<file path="src/rtl/cmp_pipe_unit.sv">
// Two-stage pipelined signed/unsigned comparator with valid/ready handshake,
// running min/max tracking of MIN/MAX results and a saturating true-result counter.
module cmp_pipe_unit #(
    parameter int WIDTH = 16,
    parameter int CNT_W = 8
) (
    input  logic             clk,
    input  logic             rst,
    input  logic             in_valid,
    output logic             in_ready,
    input  logic [WIDTH-1:0] in_a,
    input  logic [WIDTH-1:0] in_b,
    input  logic [2:0]       cmp_op,
    input  logic             cmp_signed,
    output logic             out_valid,
    input  logic             out_ready,
    output logic             cmp_flag,
    output logic [1:0]       cmp_code,
    output logic [WIDTH-1:0] cmp_val,
    input  logic             trk_clr,
    output logic             trk_valid,
    output logic [WIDTH-1:0] trk_min,
    output logic [WIDTH-1:0] trk_max,
    output logic [CNT_W-1:0] true_cnt
);

    typedef enum logic [2:0] {
        OP_NOP = 3'b000,
        OP_EQ  = 3'b001,
        OP_GT  = 3'b010,
        OP_LT  = 3'b011,
        OP_GE  = 3'b100,
        OP_LE  = 3'b101,
        OP_MIN = 3'b110,
        OP_MAX = 3'b111
    } cmpOp_t;

    localparam logic [1:0]       CODE_NONE = 2'b00;
    localparam logic [1:0]       CODE_EQ   = 2'b01;
    localparam logic [1:0]       CODE_GT   = 2'b10;
    localparam logic [1:0]       CODE_LT   = 2'b11;
    localparam logic [CNT_W-1:0] CNT_MAX   = '1;

    logic             r_s1Valid;
    logic [WIDTH-1:0] r_s1A;
    logic [WIDTH-1:0] r_s1B;
    cmpOp_t           r_s1Op;
    logic             r_s1Signed;

    logic             r_s2Valid;
    cmpOp_t           r_s2Op;
    logic             r_s2Signed;
    logic             r_flag;
    logic [1:0]       r_code;
    logic [WIDTH-1:0] r_val;

    logic             r_trkValid;
    logic [WIDTH-1:0] r_trkMin;
    logic [WIDTH-1:0] r_trkMax;
    logic [CNT_W-1:0] r_trueCnt;

    logic             w_s2Load;
    logic             w_accept;
    logic             w_retire;
    logic             w_isEq;
    logic             w_isGt;
    logic             w_isLt;
    logic             w_flag;
    logic [1:0]       w_code;
    logic [WIDTH-1:0] w_val;
    logic             w_valLtMin;
    logic             w_valGtMax;
    logic             w_isMinMax;

    // S2 can take a new result when empty or when its current result retires.
    assign w_s2Load = !r_s2Valid || out_ready;
    assign in_ready = !r_s1Valid || w_s2Load;
    assign w_accept = in_valid && in_ready;
    assign w_retire = r_s2Valid && out_ready;

    always_comb begin
        w_isEq = (r_s1A == r_s1B);
        if (r_s1Signed) begin
            w_isGt = ($signed(r_s1A) > $signed(r_s1B));
        end else begin
            w_isGt = (r_s1A > r_s1B);
        end
        w_isLt = !w_isEq && !w_isGt;
    end

    always_comb begin
        w_flag = 1'b0;
        w_val  = '0;
        if (w_isEq) begin
            w_code = CODE_EQ;
        end else if (w_isGt) begin
            w_code = CODE_GT;
        end else begin
            w_code = CODE_LT;
        end
        case (r_s1Op)
            OP_NOP: w_code = CODE_NONE;
            OP_EQ:  w_flag = w_isEq;
            OP_GT:  w_flag = w_isGt;
            OP_LT:  w_flag = w_isLt;
            OP_GE:  w_flag = !w_isLt;
            OP_LE:  w_flag = !w_isGt;
            // Ties fall through to in_a for both MIN and MAX.
            OP_MIN: w_val  = w_isGt ? r_s1B : r_s1A;
            OP_MAX: w_val  = w_isLt ? r_s1B : r_s1A;
            default: w_flag = 1'b0;
        endcase
    end

    always_ff @(posedge clk or negedge rst) begin
        if (!rst) begin
            r_s1Valid  <= 1'b0;
            r_s1A      <= '0;
            r_s1B      <= '0;
            r_s1Op     <= OP_NOP;
            r_s1Signed <= 1'b0;
        end else if (in_ready) begin
            r_s1Valid <= in_valid;
            if (w_accept) begin
                r_s1A      <= in_a;
                r_s1B      <= in_b;
                r_s1Op     <= cmpOp_t'(cmp_op);
                r_s1Signed <= cmp_signed;
            end
        end
    end

    always_ff @(posedge clk or negedge rst) begin
        if (!rst) begin
            r_s2Valid  <= 1'b0;
            r_s2Op     <= OP_NOP;
            r_s2Signed <= 1'b0;
            r_flag     <= 1'b0;
            r_code     <= CODE_NONE;
            r_val      <= '0;
        end else if (w_s2Load) begin
            r_s2Valid <= r_s1Valid;
            if (r_s1Valid) begin
                r_s2Op     <= r_s1Op;
                r_s2Signed <= r_s1Signed;
                r_flag     <= w_flag;
                r_code     <= w_code;
                r_val      <= w_val;
            end
        end
    end

    always_comb begin
        w_isMinMax = (r_s2Op == OP_MIN) || (r_s2Op == OP_MAX);
        if (r_s2Signed) begin
            w_valLtMin = ($signed(r_val) < $signed(r_trkMin));
            w_valGtMax = ($signed(r_val) > $signed(r_trkMax));
        end else begin
            w_valLtMin = (r_val < r_trkMin);
            w_valGtMax = (r_val > r_trkMax);
        end
    end

    // A clear coinciding with a retire treats that retire as the first sample.
    always_ff @(posedge clk or negedge rst) begin
        if (!rst) begin
            r_trkValid <= 1'b0;
            r_trkMin   <= '0;
            r_trkMax   <= '0;
            r_trueCnt  <= '0;
        end else begin
            if (w_retire && w_isMinMax) begin
                r_trkValid <= 1'b1;
                if (trk_clr || !r_trkValid) begin
                    r_trkMin <= r_val;
                    r_trkMax <= r_val;
                end else begin
                    if (w_valLtMin) begin
                        r_trkMin <= r_val;
                    end
                    if (w_valGtMax) begin
                        r_trkMax <= r_val;
                    end
                end
            end else if (trk_clr) begin
                r_trkValid <= 1'b0;
                r_trkMin   <= '0;
                r_trkMax   <= '0;
            end

            if (trk_clr) begin
                r_trueCnt <= (w_retire && r_flag) ? {{(CNT_W-1){1'b0}}, 1'b1} : '0;
            end else if (w_retire && r_flag && (r_trueCnt != CNT_MAX)) begin
                r_trueCnt <= r_trueCnt + 1'b1;
            end
        end
    end

    assign out_valid = r_s2Valid;
    assign cmp_flag  = r_flag;
    assign cmp_code  = r_code;
    assign cmp_val   = r_val;
    assign trk_valid = r_trkValid;
    assign trk_min   = r_trkMin;
    assign trk_max   = r_trkMax;
    assign true_cnt  = r_trueCnt;

endmodule

</file>
<file path="config.mk">
export PLATFORM = sky130hd
export DESIGN_NAME = cmp_pipe_unit
export DESIGN_NICKNAME = d
export VERILOG_FILES = /design/src/rtl/cmp_pipe_unit.sv
export SDC_FILE = /design/constraint.sdc
export NUM_CORES = 1
export LEC_CHECK = 0
export BUFFER_PORTS_ARGS = -buffer_cell sky130_fd_sc_hd__clkbuf_2
export CAP_MARGIN = 20
export CORE_ASPECT_RATIO = 1.2
export CORE_MARGIN = 8
export CORE_UTILIZATION = 50
export CTS_CLUSTER_DIAMETER = 150
export DETAILED_ROUTE_END_ITERATION = 6
export PLACE_DENSITY = 0.76
export REMOVE_ABC_BUFFERS = 1
export SYNTH_ARGS = -nofsm -noshare
export SYNTH_HDL_FRONTEND = slang
export SYNTH_SLANG_ARGS = --single-unit
export TNS_END_PERCENT = 1
</file>
<file path="constraint.sdc">
create_clock -name clk -period 2.3 [get_ports clk]
set_input_delay 0 -clock clk [delete_from_list [all_inputs] [get_ports clk]]
set_output_delay 0 -clock clk [all_outputs]
set_load 0.05 [all_outputs]
</file>
=== After elaboration in Yosys (flattened, before gate mapping) ===
Cells that the tools add are included.

* $add $sub $neg: 1
* $lt $le $gt $ge: 6
* Equality and inequality tests: 13
* Reduce and logical (&&, ||, !) cells: 23
* Muxes and demuxes: 22

{| class="wikitable"
|+ Operators with widths
! operator !! count
|-
| $mux 16 || 9
|-
| $gt 16x16->1 || 4
|-
| $lt 16x16->1 || 2
|-
| $pmux 16 s2 || 1
|-
| $eq 3x3->1 const B || 6
|-
| $eq 16x16->1 || 1
|-
| $mux 8 || 2
|-
| $add 8x1->8 const B || 1
|-
| $ne 8x8->1 const B || 1
|-
| $reduce_and 2->1 || 4
|-
| $mux 1 || 7
|-
| $eq 3x2->1 const B || 2
|-
| $logic_and 1x1->1 || 6
|-
| $logic_not 1->1 || 6
|-
| $ne 3x2->1 const B || 2
|-
| $pmux 1 s5 || 1
|-
| $logic_or 1x1->1 || 4
|-
| $mux 2 || 2
|-
| $reduce_bool 2->1 || 2
|-
| $eq 3x1->1 const B || 1
|-
| $logic_not 3->1 || 1
|}

* Register bits after elaboration: 102
* Bits of input ports: 41
* Logic and storage cells: 80
* Output and inout port bits: 62

=== Logic depth before layout (Yosys ltp) ===
* Depth after elaboration: 6
* Mapped depth: 11
* Gate-level depth less buffers: 9

=== Worst setup path after synthesis ===
Ideal clock, no wire load.

* Path kind: register -> register
* From: reg r_trkMax[7], in the netlist trk_max[7]
* To: reg r_trkMax[10], in the netlist trk_max[10]
* Slack: -0.418 ns
* Cell stages (with the launch flop): 11
* Path buffers: 1
* Data arrival time: 2.597 ns
* Setup time: 0.121 ns
* Required time: 2.179 ns
* Period minus slack after synthesis: 2.718 ns
* Path through: dfrtp_1 inv_1 ha_1 or4_1 a221o_1 o22ai_2 xnor2_1 o211ai_2 o21ai_2 buf_6 a22o_1

* Word-level cells in the longest chain between the ends: 4
* Elaborated cells on any way between the ends: 5
* Those cells by class: order compare (2); eq/ne (1); mux (1); reduce/logical (1)

{| class="wikitable"
|+ Ends and longest elaborated chain
! what !! RTL line !! RTL
|-
| start: declaration || 59 || <nowiki>logic [WIDTH-1:0] r_trkMax;</nowiki>
|-
| start signal: assignment || 176 || <nowiki>r_trkMax <= r_val;</nowiki>
|-
| start signal: assignment || 182 || <nowiki>r_trkMax <= r_val;</nowiki>
|-
| $gt 16x16->1 (on tied branches) || 160, 157 ||
|-
| $mux 1 * || 155 || <nowiki>if (r_s2Signed) begin</nowiki>
|-
| $ne 3x2->1 (no line) * || -- ||
|-
| $reduce_and 2->1 (no line) * || -- ||
|}

Every way passes the cells marked *; elsewhere a longest branch is shown, timed or not.
A chain may end at the register's enable or synchronous reset.

=== Worst setup path in the final report ===
* From: reg r_trkMax[4], in the netlist trk_max[4]
* To: reg r_trkMax[13], in the netlist trk_max[13]

The elaborated chain is that of the path after synthesis.

==> impl_results.md <==
- Clock sink count: approximately 100
- Starting density of the core: 0.5116
- Worst slew margin relative to its limit: 0.5177
- Top cell types by occurrence after synthesis: 101 x dfrtp_1, 54 x inv_1, 49 x ha_1
- Maximum cell stage delay along the critical path: 0.52 ns
- Number of cells in the design after placement: 755
- Total of flip-flops plus latches after synthesis: 101
- Routed via count divided by cell count: 5.821
- Failing checks: setup timing
- Count of nets after finishing: 772
- Critical path type: reg2reg
- DRC violation count after routing: 0
- CTS Buffer Depth: 2
- Worst skew pair latency: 0.35 ns
- Clock tree from TritonCTS: yes
- Largest net degree at the start of global routing: 56
- Global-route wire length before repair: ~24000 microns
- Number of global-route vias before repair: 4913
- Floorplan die area: 14290 sq um
- Top fanout value on the critical path: 8
- Non-Filler Cell Area, Final: 7297 sq um
- Highest achievable clock rate: about 0.40 GHz
- Critical Path AT: between 2 and 3 ns
- Final worst clock skew: 0.006177 ns
- Core Footprint: 10470 sq um
- Clock H-tree levels: 3
- Row Count: 41
- Num CTS Buffers: 9
- Static Leak: roughly 0.0036 uW
- Root buf cell: clkbuf_16
- Overall global routing resource usage: 0.2105
- Growth of design area from synthesis to finish: 36.29%
- Worst setup slack after layout: -0.2072 ns
- Worst hold path class: in2async
- Slew of the pin with the lowest slew margin: 0.7234 ns
- Max Cap Violations: 0
- Area share of the largest cell type after synthesis: 0.4721
- Final worst path period need: 2.507 ns
- Die Wd: around 110 microns
- R2r setup slk: -0.21 ns
- Count of yosys warnings during synthesis: 0
- Share of layout cells above drive strength 1: 0.3591
- Synthesized area divided by synthesized cell count: 11.08 sq um
- Number of top-level pins: 103
- Final number of max-transition violations: 0
- Most area-hungry cell type in the Yosys netlist: dfrtp_1
- Clock-pin slew reported for the worst setup and hold paths after clock tree synthesis: ~0.070 ns
- Number of antenna repair diodes: 0
- Leading post-synthesis cells by cell area: dfrtp_1 47%, ha_1 11%, mux2_2 8.6%
- Async set or reset register ratio after synthesis: 1.000
- Vertical die dimension: 129.4 microns
- Port buffer count: 102
- Power density relative to cell area: 762.1 nW/um^2
- Cell Count, Final, Fillers Out: a little over 800
- RSZ-0062 raised after global routing: true
- Number of instances in the synthesized netlist: 483
- Worst Setup Start Kind: flop
- Outcome: finished, violations left
- Post-DP HPWL: 10490 microns
- Portion of the clock cycle consumed by the worst path in the final layout: 1.090
- Most used flip-flop cell after synthesis: dfrtp_1
- Cell with the most instances after synthesis: dfrtp_1
- Routed wire length: 15040 microns
- Number of setup violations in the final report: 32
- Cell Chain, Critical Path: inv_1 -> ha_2 -> or4_4 -> a221o_1 -> o22ai_2 -> xnor2_1 -> o211ai_2 -> buf_6 -> o21ai_4 -> a22o_1
- Number of inserted filler cells in the final layout: 764
- Endpoint type of the worst setup path: flop
- Initial drt markers: around 290
- Worst-case vdd ir drop: ~0.41 mV
- Overall via count from detail_route: ~4700
- EDFF count, synth: 0
- Weighted congestion at the end of routability-driven global placement: 0.8851
- Count of endpoints failing hold in the final timing report: 0
- Antenna violations before repair: 0
- Endpoint required time on the critical path: 2.53 ns
- Residual overflow from global routing: 0
- Worst path slowest cell: or4_4
- Placed cell areas: roughly 6400 sq um
- Part of the Yosys area used for sequential elements: 0.4721
- Synth cell types: 46
- Total standard cell area after synthesis: about 5400 sq um
- Wire length per cell: 18.48 microns
- Number of iterations in the first detailed-routing pass: 5
- Post-route antenna net violation count: 0
==> final cells by class <==
class,count,area [sq um],share of cell area
clock buffer,12,246.5,0.03378
tap,129,161.4,0.02212
timing repair buffer,203,1411,0.1934
sequential,101,2527,0.3464
multi-input combinational,313,2713,0.3717
clock inverter,2,35.03,0.004801
inverter,54,202.7,0.02778
==> report_power, final <==
| part | leakage (uW) | internal [uW] | total, uW | switching (uW) |
|---|---|---|---|---|
| combinational | 0.00211 | 816 | 1950 | 1130 |
| sequential | 0.00131 | 1950 | 2100 | 148 |
| clock | 0.000139 | 861 | 1510 | 647 |
==> cell usage in the layout (no fill, tap or decap), types with 6 or more instances in the layout <==
| master | Yosys | routed |
|---|---|---|
| dfrtp_1 | 101 | 101 |
| nand2b_1 | 6 | 6 |
| o221ai_2 | 0 | 12 |
| nor2_1 | 15 | 15 |
| inv_1 | 54 | 53 |
| mux2_2 | 41 | 40 |
| clkbuf_2 | 0 | 101 |
| nand3_1 | 11 | 11 |
| nand4_1 | 8 | 8 |
| a22oi_1 | 16 | 16 |
| buf_4 | 0 | 56 |
| clkbuf_16 | 0 | 9 |
| nand2_1 | 33 | 33 |
| a21o_1 | 6 | 6 |
| ha_1 | 49 | 46 |
| a21oi_1 | 11 | 10 |
| a22o_1 | 32 | 32 |
| o211ai_1 | 6 | 6 |
| dlygate4sd3_1 | 0 | 40 |
==> worst max-delay path, delay by kind of cell, from the launching register on <==
kind                       cells  cell delay [ns]
buffers and inverters          2             0.20
adders and majority gates      1             0.17
AOI/OAI and AO/OA              5             1.05
DFF                            1             0.35
xor gates and xnor gates       1             0.10
and+or+nand+nor                1             0.52
==> what timing repair did <==
action	in CTS	in global routing
buffers inserted	2	0
pin swaps	23	6
endpoints found under the hold margin	99	0
setup endpoints to repair	33	49
gates cloned	3	0
hold buffers	40	0
gates resized for setup	29	6
==> registers in the layout, indices dropped and copies added (netlist names), 2 cells and up <==
name,count
true_cnt,8
r_s1Op,3
cmp_val,16
cmp_code,2
r_s2Op,2
r_s1B,16
r_s1A,16
trk_max,16
trk_min,16
==> metrics by stage <==
step / power (uW) / util / setup WS (ns) / setup TNS (ns) / hold WS, ns
floorplan: 3212 / - / -0.5968 / -32.23 / -0.2956
global placement: 3800 / 0.6123 / -0.1948 / -5.600 / 0.09136
detailed placement: 3857 / 0.6123 / -0.2706 / -7.902 / 0.09985
CTS: 5533 / 0.6952 / -0.2220 / -4.111 / 0.2783
global route: 5818 / 0.6973 / -0.3069 / -7.840 / 0.3256
finish: 5561 / 0.6973 / -0.2072 / -3.851 / 0.2636
==> path summary, 6_finish.rpt <==
path                                          from                 endpoint  cells past startpoint
max                         trk_max[4]$_DFFE_PN0P_  trk_max[13]$_DFFE_PN0P_                     10
max reg2reg                 trk_max[4]$_DFFE_PN0P_  trk_max[13]$_DFFE_PN0P_                     10
min in group clk                          in_valid    r_s1Valid$_DFFE_PN0N_                      3
max in group asynchronous                      rst  trk_max[12]$_DFFE_PN0P_                      3
min reg2reg                cmp_code[0]$_DFFE_PN0P_  cmp_code[0]$_DFFE_PN0P_                      2
min                                            rst     r_s1B[6]$_DFFE_PN0P_                      2
==> layer usage <==
layer | vias up | routed length, microns | global-route usage
li1 | 2173 | - | -
met1 | 2349 | 6004 | 0.2433
met2 | 178 | 7763 | 0.3697
met3 | 38 | 807 | 0.03976
met4 | 0 | 467 | 0.1011
met5 | - | 0 | 0
==> kinds of logic (layout without fill, tap and decap cells) <==
| group | count (synthesis) | after routing | share of synthesized area |
|---|---|---|---|
| AO/OA/AOI/OAI | 116 | 118 | 0.1706 |
| flip-flops | 101 | 101 | 0.4721 |
| AND/OR/NAND/NOR | 96 | 96 | 0.08857 |
| buffers and inverters | 71 | 271 | 0.05305 |
| adder cells (fa/ha/maj) | 49 | 49 | 0.1145 |
| multiplexers | 42 | 42 | 0.08810 |
| XOR/XNOR | 8 | 8 | 0.01309 |
Note: power is estimated with default switching activity, not from simulation.
